[config.mk]
export PLATFORM = sky130hd
export DESIGN_NAME = dmem_arbiter_flat
export DESIGN_NICKNAME = d
export VERILOG_FILES = /design/src/rtl/dmem_arbiter_if.sv /design/src/rtl/dmem_arbiter.sv /design/src/flat_wrapper.sv
export SDC_FILE = /design/constraint.sdc
export NUM_CORES = 1
export LEC_CHECK = 0
export ABC_AREA = 1
export BUFFER_PORTS_ARGS = -buffer_cell sky130_fd_sc_hd__buf_2
export CAP_MARGIN = 25
export CORE_AREA = 2 2 127 129
export CTS_BUF_LIST = sky130_fd_sc_hd__clkbuf_4
export DETAILED_ROUTE_END_ITERATION = 8
export DIE_AREA = 0 0 129 131
export SYNTH_ARGS = -nofsm -noshare
export SYNTH_HDL_FRONTEND = slang
export SYNTH_SLANG_ARGS = --single-unit
[constraint.sdc]
create_clock -name clk -period 2.4 [get_ports clk]
set_input_delay 0.12 -clock clk [delete_from_list [all_inputs] [get_ports clk]]
set_output_delay 0.12 -clock clk [all_outputs]
set_load 0.01 [all_outputs]
[src/rtl/dmem_arbiter_if.sv]
// rtl/dmem_arbiter_if.sv - bundled CPU, DMA and memory-side signals of the data memory arbiter
interface dmem_arbiter_if #(
  parameter int DW = 32,
  parameter int AW = 32
);
  logic          cpu_req;
  logic          cpu_we;
  logic [AW-1:0] cpu_addr;
  logic [DW-1:0] cpu_wdata;
  logic          cpu_stall;
  logic          cpu_rvalid;
  logic [DW-1:0] cpu_rdata;

  logic          dma_req;
  logic          dma_we;
  logic [AW-1:0] dma_addr;
  logic [DW-1:0] dma_wdata;
  logic          dma_gnt;
  logic          dma_rvalid;
  logic [DW-1:0] dma_rdata;

  logic          MemWrite;
  logic [AW-1:0] DataAdr;
  logic [DW-1:0] WriteData;
  logic [DW-1:0] ReadData;

  logic [31:0]   stall_count;

  modport slave (
    input  cpu_req, cpu_we, cpu_addr, cpu_wdata,
    output cpu_stall, cpu_rvalid, cpu_rdata,
    input  dma_req, dma_we, dma_addr, dma_wdata,
    output dma_gnt, dma_rvalid, dma_rdata,
    output MemWrite, DataAdr, WriteData,
    input  ReadData,
    output stall_count
  );

  modport master (
    output cpu_req, cpu_we, cpu_addr, cpu_wdata,
    input  cpu_stall, cpu_rvalid, cpu_rdata,
    output dma_req, dma_we, dma_addr, dma_wdata,
    input  dma_gnt, dma_rvalid, dma_rdata,
    input  MemWrite, DataAdr, WriteData,
    output ReadData,
    input  stall_count
  );
endinterface

[src/rtl/dmem_arbiter.sv]
// rtl/dmem_arbiter.sv - CPU-priority data memory arbiter with DMA starvation guard
module dmem_arbiter #(
  parameter int DW       = 32,
  parameter int AW       = 32,
  parameter int MAX_WAIT = 4
) (
  input  logic         clk,
  input  logic         reset_n,
  dmem_arbiter_if.slave bus
);
  localparam logic [3:0] LP_MAX_WAIT = 4'(MAX_WAIT);

  logic [3:0]  r_wait_cnt;
  logic        r_rd_valid;
  logic        r_rd_dma;
  logic [31:0] r_stall_count;

  logic        w_force;
  logic        w_dma_gnt;
  logic        w_cpu_gnt;
  logic        w_cpu_stall;
  logic        w_rd_gnt;
  logic        w_mem_we;
  logic [AW-1:0] w_mem_addr;
  logic [DW-1:0] w_mem_wdata;

  // CPU wins by default; DMA wins when CPU is idle or DMA has waited MAX_WAIT cycles
  always_comb begin
    w_force     = (r_wait_cnt == LP_MAX_WAIT);
    w_dma_gnt   = bus.dma_req & (~bus.cpu_req | w_force);
    w_cpu_gnt   = bus.cpu_req & ~w_dma_gnt;
    w_cpu_stall = bus.cpu_req & ~w_cpu_gnt;
    w_rd_gnt    = (w_cpu_gnt & ~bus.cpu_we) | (w_dma_gnt & ~bus.dma_we);
  end

  always_comb begin
    w_mem_we    = 1'b0;
    w_mem_addr  = '0;
    w_mem_wdata = '0;
    if (w_cpu_gnt) begin
      w_mem_we    = bus.cpu_we;
      w_mem_addr  = bus.cpu_addr;
      w_mem_wdata = bus.cpu_wdata;
    end else if (w_dma_gnt) begin
      w_mem_we    = bus.dma_we;
      w_mem_addr  = bus.dma_addr;
      w_mem_wdata = bus.dma_wdata;
    end
  end

  always_ff @(posedge clk or negedge reset_n) begin
    if (!reset_n) begin
      r_wait_cnt <= 4'd0;
    end else if (w_dma_gnt || !bus.dma_req) begin
      r_wait_cnt <= 4'd0;
    end else if (r_wait_cnt != LP_MAX_WAIT) begin
      r_wait_cnt <= r_wait_cnt + 4'd1;
    end
  end

  // Remembers who owns the read data returning from memory next cycle
  always_ff @(posedge clk or negedge reset_n) begin
    if (!reset_n) begin
      r_rd_valid <= 1'b0;
      r_rd_dma   <= 1'b0;
    end else begin
      r_rd_valid <= w_rd_gnt;
      r_rd_dma   <= w_dma_gnt;
    end
  end

  always_ff @(posedge clk or negedge reset_n) begin
    if (!reset_n) begin
      r_stall_count <= 32'd0;
    end else if (w_cpu_stall && (r_stall_count != 32'hFFFF_FFFF)) begin
      r_stall_count <= r_stall_count + 32'd1;
    end
  end

  assign bus.cpu_stall   = w_cpu_stall;
  assign bus.dma_gnt     = w_dma_gnt;
  assign bus.MemWrite    = w_mem_we;
  assign bus.DataAdr     = w_mem_addr;
  assign bus.WriteData   = w_mem_wdata;
  assign bus.cpu_rvalid  = r_rd_valid & ~r_rd_dma;
  assign bus.dma_rvalid  = r_rd_valid & r_rd_dma;
  assign bus.cpu_rdata   = bus.ReadData;
  assign bus.dma_rdata   = bus.ReadData;
  assign bus.stall_count = r_stall_count;
endmodule

[src/flat_wrapper.sv]
// flat-port wrapper written by rule: the top's interface ports become plain ports
module dmem_arbiter_flat 
#(
  parameter int DW       = 32,
  parameter int AW       = 32,
  parameter int MAX_WAIT = 4
)
  (clk, reset_n, bus_cpu_req, bus_cpu_we, bus_cpu_addr, bus_cpu_wdata, bus_cpu_stall, bus_cpu_rvalid, bus_cpu_rdata, bus_dma_req, bus_dma_we, bus_dma_addr, bus_dma_wdata, bus_dma_gnt, bus_dma_rvalid, bus_dma_rdata, bus_MemWrite, bus_DataAdr, bus_WriteData, bus_ReadData, bus_stall_count);
  dmem_arbiter_if #(.DW(DW), .AW(AW)) bus_i ();
  input  logic clk;
  input  logic reset_n;
  input wire logic [$bits(bus_i.cpu_req)-1:0] bus_cpu_req;
  input wire logic [$bits(bus_i.cpu_we)-1:0] bus_cpu_we;
  input wire logic [$bits(bus_i.cpu_addr)-1:0] bus_cpu_addr;
  input wire logic [$bits(bus_i.cpu_wdata)-1:0] bus_cpu_wdata;
  output wire logic [$bits(bus_i.cpu_stall)-1:0] bus_cpu_stall;
  output wire logic [$bits(bus_i.cpu_rvalid)-1:0] bus_cpu_rvalid;
  output wire logic [$bits(bus_i.cpu_rdata)-1:0] bus_cpu_rdata;
  input wire logic [$bits(bus_i.dma_req)-1:0] bus_dma_req;
  input wire logic [$bits(bus_i.dma_we)-1:0] bus_dma_we;
  input wire logic [$bits(bus_i.dma_addr)-1:0] bus_dma_addr;
  input wire logic [$bits(bus_i.dma_wdata)-1:0] bus_dma_wdata;
  output wire logic [$bits(bus_i.dma_gnt)-1:0] bus_dma_gnt;
  output wire logic [$bits(bus_i.dma_rvalid)-1:0] bus_dma_rvalid;
  output wire logic [$bits(bus_i.dma_rdata)-1:0] bus_dma_rdata;
  output wire logic [$bits(bus_i.MemWrite)-1:0] bus_MemWrite;
  output wire logic [$bits(bus_i.DataAdr)-1:0] bus_DataAdr;
  output wire logic [$bits(bus_i.WriteData)-1:0] bus_WriteData;
  input wire logic [$bits(bus_i.ReadData)-1:0] bus_ReadData;
  output wire logic [$bits(bus_i.stall_count)-1:0] bus_stall_count;
  assign bus_i.cpu_req = bus_cpu_req;
  assign bus_i.cpu_we = bus_cpu_we;
  assign bus_i.cpu_addr = bus_cpu_addr;
  assign bus_i.cpu_wdata = bus_cpu_wdata;
  assign bus_cpu_stall = bus_i.cpu_stall;
  assign bus_cpu_rvalid = bus_i.cpu_rvalid;
  assign bus_cpu_rdata = bus_i.cpu_rdata;
  assign bus_i.dma_req = bus_dma_req;
  assign bus_i.dma_we = bus_dma_we;
  assign bus_i.dma_addr = bus_dma_addr;
  assign bus_i.dma_wdata = bus_dma_wdata;
  assign bus_dma_gnt = bus_i.dma_gnt;
  assign bus_dma_rvalid = bus_i.dma_rvalid;
  assign bus_dma_rdata = bus_i.dma_rdata;
  assign bus_MemWrite = bus_i.MemWrite;
  assign bus_DataAdr = bus_i.DataAdr;
  assign bus_WriteData = bus_i.WriteData;
  assign bus_i.ReadData = bus_ReadData;
  assign bus_stall_count = bus_i.stall_count;
  dmem_arbiter #(.DW(DW), .AW(AW), .MAX_WAIT(MAX_WAIT)) u_core (.clk(clk), .reset_n(reset_n), .bus(bus_i));
endmodule
==> reports/results.txt, run 1 <==
Status - finished, final reports clean
Nets@finish - 994
Die W - 129 um
Total number of yosys warnings - 0
Syn Area/Cell - 5.86 um^2
Highest clock rate - 0.446 GHz
Setup TNS - 0 ns
Synthesized Nets - 831
Root Buffer - clkbuf_4
Post-CTS Setup Bufs - 0
DRT Pass-1 Iters - 4
Hold Path Origin - bus_cpu_we
Area grow syn2layout - 26.7%
DR vias/cell - 4.28
Wire per inst - 15.9 um
Reg power frac - 43.3%
Worst-margin pin slew - 0.911 ns
Layout cell share with drive strength beyond 1 - 33.1%
RePlAce Congestion - 0.895
Final critical-path required period - 2.24 ns
Initial antenna violation count - 4
Combinational share of power - 36.1%
Vias - 4470
Critical path origin - u_core.r_wait_cnt[0]$_DFFE_PN0P_
Num CTS Buffers - 5
Design Area, Final - 4910 um^2
Critical path type - flip-flop to primary output
Die Span Y - 131 um
Worst-case clock buffer depth - 2
Final Hold Viols - 0
Slew headroom - 39.3%
I/O pin total - 331
Data arrival, critical path - 2.12 ns
Largest net degree at the start of global routing - 69
CP startpoint kind - flip-flop
Cell row count - 46
DRC - 0
Initial Utilization - 24.9%
Reg clk slew, reported paths - 0.11 ns
CP max FO - 38
Post-synthesis instance area - 3880 um^2
CTS tree - done
Max-cap check violation count - 0
Die area - 16900 um^2
Clock Latency Late Sink - 0.34 ns
Reg2reg start - u_core.bus.stall_count[0]$_DFFE_PN0P_
Final setup violation count - 0
I/O Buffers - 234
Clk sinks - 38
Clock power frac - 20.7%
Slew Viols, Final - 0
P_int - 1050 uW
1st-iter DRT viols - 232
RSZ-0062 raised after global routing - false
First-pass GRT wire length - 24.1 mm
Min-delay worst type - primary input to flip-flop
H-tree Lvls - 2
Post-synthesis async set-or-reset flop share - 100%
Final Core Density - 31.5%
Worst EP required - 2.28 ns
Post-synth EDFFs - 0
Fin Clk Skew - 0.00627 ns
VDD IR max - 0.000192 V
Gr usage total - 18.9%
Sw frac - 36.1%
Ratio of final minimum period to clock period - 93.5%
Dpl hpwl - 13.7 mm
Cells after synthesis - 662
Crit end category - primary output
Placed inst area - 4830 um^2
Prevailing post-synth register cell - dfrtp_1
FF+latch count, synth - 38
Switching power - 592 uW
Core Footprint - 15600 um^2
Vias in the first global route - 4225
Leak pwr - 0.00297 uW
GRT overflow - 0
PwrDens - 334 nW/um^2
Seq/Total Area, Yosys - 24.5%
Yosys cell types - 23
Total wire length - 16.6 mm
Routed Antenna Nets - 0
## layout by cell type (no fill, tap or decap), drive strengths merged
master       count
nand3b           3
xnor2            5
dfrtp           38
diode            3
ha               3
dlygate4sd3      1
o21ai            3
clkbuf           7
a21oi            1
nand3           83
nand2          326
nor2            60
buf            247
xor2            11
inv             37
## critical path, stage by stage, from the launching register on
cell and delay [ns]:
dfrtp_1 0.42, inv_1 0.07, ha_1 0.14, nand3b_1 0.09
nand2_1 0.10, nand2_2 0.11, inv_6 0.18, buf_16 0.22
nand2_1 0.08, nand2_1 0.17, buf_2 0.19
## repair_timing
item / CTS / global route
setup endpoints to repair: 2 / 5
hold endpoints to repair: 38 / 0
gates resized for setup: 1 / 2
hold buffers: 1 / 0
## through the flow
step	setup WS [ns]	instances	power, uW	hold WS (ns)
3_5_place_dp	0.238	1033	1320	0.240
4_1_cts	0.112	1041	1680	0.0444
3_3_place_gp	0.303	1033	1320	0.240
2_1_floorplan	0.718	662	1100	-0.176
6_report	0.156	1044	1640	0.0637
5_1_grt	0.00821	1043	1760	0.0958
## logic make-up (layout without fill, tap and decap cells)
group	after synthesis	in the layout	synth area share, %
adder cells (fa/ha/maj)	3	3	0.968
XOR/XNOR	16	16	3.62
AND/OR/NAND/NOR	472	472	50.6
AO/OA/AOI/OAI	4	4	0.516
buffers and inverters	129	292	19.7
flip-flops	38	38	24.5
other	0	3	0
## power groups by stage
stage	Sequential, uW	Combinational, uW	Clock [uW]
2_1_floorplan	729	373	0
6_report	710	592	339
3_5_place_dp	722	594	0
5_1_grt	716	659	390
4_1_cts	710	600	367
3_3_place_gp	720	601	0
## routing by layer
metal  vias to the layer above  GRT usage, %  part of all wire, %
li1                       2285             -                    -
met1                      1966          21.7                   40
met2                       207          32.5                   49
met3                        12          8.55                   10
met4                         0          3.96                  1.1
met5                         -             0                    0
## cells in the mapped netlist (2+ instances only)
cell        n  area share [%]
buf_1       3            0.29
buf_2       7            0.90
buf_4      64              12
buf_6       2            0.58
clkbuf_1   15             1.5
dfrtp_1    38              25
ha_1        3            0.97
inv_1      37             3.6
nand2_1   313              30
nand2_2    12             1.9
nand3_1    83              11
nand3b_1    2            0.39
nor2_1     57             5.5
o21ai_0     3            0.39
xnor2_1     5             1.1
xor2_1     11             2.5
## path summary, 6_finish.rpt
kind                                                           to  slack [ns]  cells after the start
max in group asynchronous  u_core.bus.stall_count[27]$_DFFE_PN0P_        1.41                      2
hold reg to reg                  u_core.r_wait_cnt[0]$_DFFE_PN0P_        0.49                      1
hold / removal                        u_core.r_rd_valid$_DFF_PN0_        0.06                      4
setup / recovery                                bus_WriteData[12]        0.16                     10
min in group asynchronous   u_core.bus.stall_count[6]$_DFFE_PN0P_        0.44                      2
setup reg to reg           u_core.bus.stall_count[15]$_DFFE_PN0P_        0.27                      9
## sequential cells by signal, summed over array words and instances (netlist names)
| name | cells |
|---|---|
| u_core.r_rd_dma | 1 |
| u_core.bus.stall_count | 32 |
| u_core.r_wait_cnt | 4 |
| u_core.r_rd_valid | 1 |
## layout make-up
class	instances	area, um^2
diodes	3	7.51
clock buffers	7	52.6
flip-flops and latches	38	951
fillers	1811	10700
repair buffers	248	1320
inverters	37	144
multi-input cells	495	2160
well taps	216	270
Power figures use the tool's default switching activity.
==> run 2, diff against run 1 <==
==> constraint.sdc (replaced) <==
create_clock -name clk -period 1.82 [get_ports clk]
set_input_delay 0.091 -clock clk [delete_from_list [all_inputs] [get_ports clk]]
set_output_delay 0.091 -clock clk [all_outputs]
set_load 0.01 [all_outputs]
==> reports/results.txt, run 2 (same netlist as run 1, synthesis figures left out) <==
GR Layer Usage met1 - 23.4%
Setup TNS - -7.01 ns
CP max FO - 8
Most common cell after layout, fill and taps aside - nand2_1
Worst EP required - 1.73 ns
Total design power - 2480 uW
Wire per inst - 16.8 um
I/O pin total - 331
Placed instance count - 1047
Crit end category - primary output
PwrDens - 410 nW/um^2
Die area - 16900 um^2
Root Buffer - clkbuf_4
Initial antenna violation count - 5
CP startpoint kind - flip-flop
Largest register FFs - 32
Final Core Density - 38.7%
Clock power frac - 18.1%
Num CTS Buffers - 5
Vias - 4751
Clk sinks - 38
H-tree Lvls - 2
Max-cap check violation count - 0
Place WS - 0.115 ns
Final Worst Setup Slack - -0.160 ns
DR vias/cell - 4.42
Combinational share of power - 44.4%
Die W - 129 um
1st-iter DRT viols - 258
GRT overflow - 0
Commonest non-fill, non-tap cells in the layout - nand2_1, buf_2, nand3_1, nor2_1, nand2_2
Min-delay worst type - primary input to flip-flop
Cell row count - 46
Sw frac - 36.8%
Register Area - 952 um^2
VDD IR max - 0.000246 V
Fin Clk Skew - 0.00976 ns
RSZ-0062 raised after global routing - true
Layout cell share with drive strength beyond 1 - 45.6%
Final setup violation count - 65
Total wire length - 18.0 mm
Largest net degree at the start of global routing - 65
I/O Buffers - 234
Fill cells - 1703
DRC - 0
Gr usage total - 20.0%
Area grow syn2layout - 55.8%
Non-Filler Instances - 1076
Multi-input gate area - 2590 um^2
Leak pwr - 0.00348 uW
Failing checks - negative setup slack
Final Hold Viols - 0
Switching power - 912 uW
First-pass GRT wire length - 25.4 mm
Worst-case clock buffer depth - 2
Dpl hpwl - 13.9 mm
Slew headroom - 66.0%
Core Footprint - 15600 um^2
Highest clock rate - 0.505 GHz
Top Usage Layer GRT - met2
DRT Pass-1 Iters - 4
Worst-margin pin slew - 0.510 ns
Reg power frac - 37.5%
Reg clk slew, reported paths - 0.12 ns
Met3 Track Usage GR - 7.74%
GR Util met2 - 34.3%
Die Span Y - 131 um
Initial Utilization - 24.9%
Final critical-path required period - 1.98 ns
RePlAce Congestion - 0.906
P_int - 1560 uW
Data arrival, critical path - 1.89 ns
Routed Antenna Nets - 0
Slew Viols, Final - 0
Ratio of final minimum period to clock period - 109%
CTS tree - done
Critical path type - flip-flop to primary output
Clock Latency Late Sink - 0.35 ns
Nets@finish - 1025
Vias in the first global route - 4497
Status - finished, violations left
-- run 2: cell count changes in the layout (fill, tap and decap cells not counted), sizes merged --
| cell | delta |
|---|---|
| buf | +25 |
| clkbuf | +5 |
| clkinv | +3 |
| inv | -1 |
-- run 2: what timing repair did --
action                                 CTS  global route
pin swaps                                4            32
cloned                                   4             6
resized for setup                       66           119
hold buffers                             1             0
setup endpoints to repair               66            96
setup buffers                            6             3
endpoints found under the hold margin   38             0
-- run 2: final timing paths --
kind	start	end	slack [ns]	depth (start not counted)
worst max-delay path	u_core.r_wait_cnt[0]$_DFFE_PN0P_	bus_WriteData[14]	-0.16	10
worst min-delay path	bus_cpu_we	u_core.r_rd_valid$_DFF_PN0_	0.04	4
worst max register to register	u_core.bus.stall_count[0]$_DFFE_PN0P_	u_core.bus.stall_count[28]$_DFFE_PN0P_	0.11	10
worst min register to register	u_core.r_wait_cnt[0]$_DFFE_PN0P_	u_core.r_wait_cnt[0]$_DFFE_PN0P_	0.54	2
max in group asynchronous	reset_n	u_core.bus.stall_count[8]$_DFFE_PN0P_	1.14	3
min in group asynchronous	reset_n	u_core.bus.stall_count[6]$_DFFE_PN0P_	0.32	3
-- run 2: stage by stage --
stage,area (um^2),hold WS [ns]
after floorplan,3880,-0.205
after global placement,4970,0.179
after detailed placement,4970,0.182
after CTS,5460,0.0166
after global routing,6040,0.0221
final,6040,0.0361
-- run 2: power groups by stage --
stage / clock network, uW / registers, uW / logic, uW
2_1_floorplan: 0 / 961 / 492
4_1_cts: 474 / 927 / 959
3_3_place_gp: 0 / 945 / 819
5_1_grt: 512 / 935 / 1190
6_report: 448 / 927 / 1100
3_5_place_dp: 0 / 945 / 819
-- run 2: area by class of cell --
type	count	area share, %
Multi-Input combinational cell	495	42.9
Timing Repair Buffer	279	33.3
Sequential cell	38	15.8
Tap cell	216	4.48
Inverter	37	2.51
Clock buffer	6	0.746
Clock inverter	2	0.145
Antenna cell	3	0.124
-- run 2: routing by layer --
metal / share of wire (%) / vias up / wire (um)
met2: 50 / 242 / 8980
met1: 39 / 2125 / 6980
li1: - / 2361 / -
met4: 1.6 / 0 / 293
met3: 9.8 / 23 / 1770
met5: 0 / - / 0
-- run 2: worst max-delay path, cell delays in order, from the launching register on --
cell       delay [ns]
dfrtp_1          0.39
inv_1            0.06
ha_2             0.15
nand3b_1         0.10
nand2_2          0.14
nand2_8          0.11
clkinv_8         0.11
clkbuf_16        0.18
nand2_2          0.08
nand2_2          0.10
buf_6            0.11
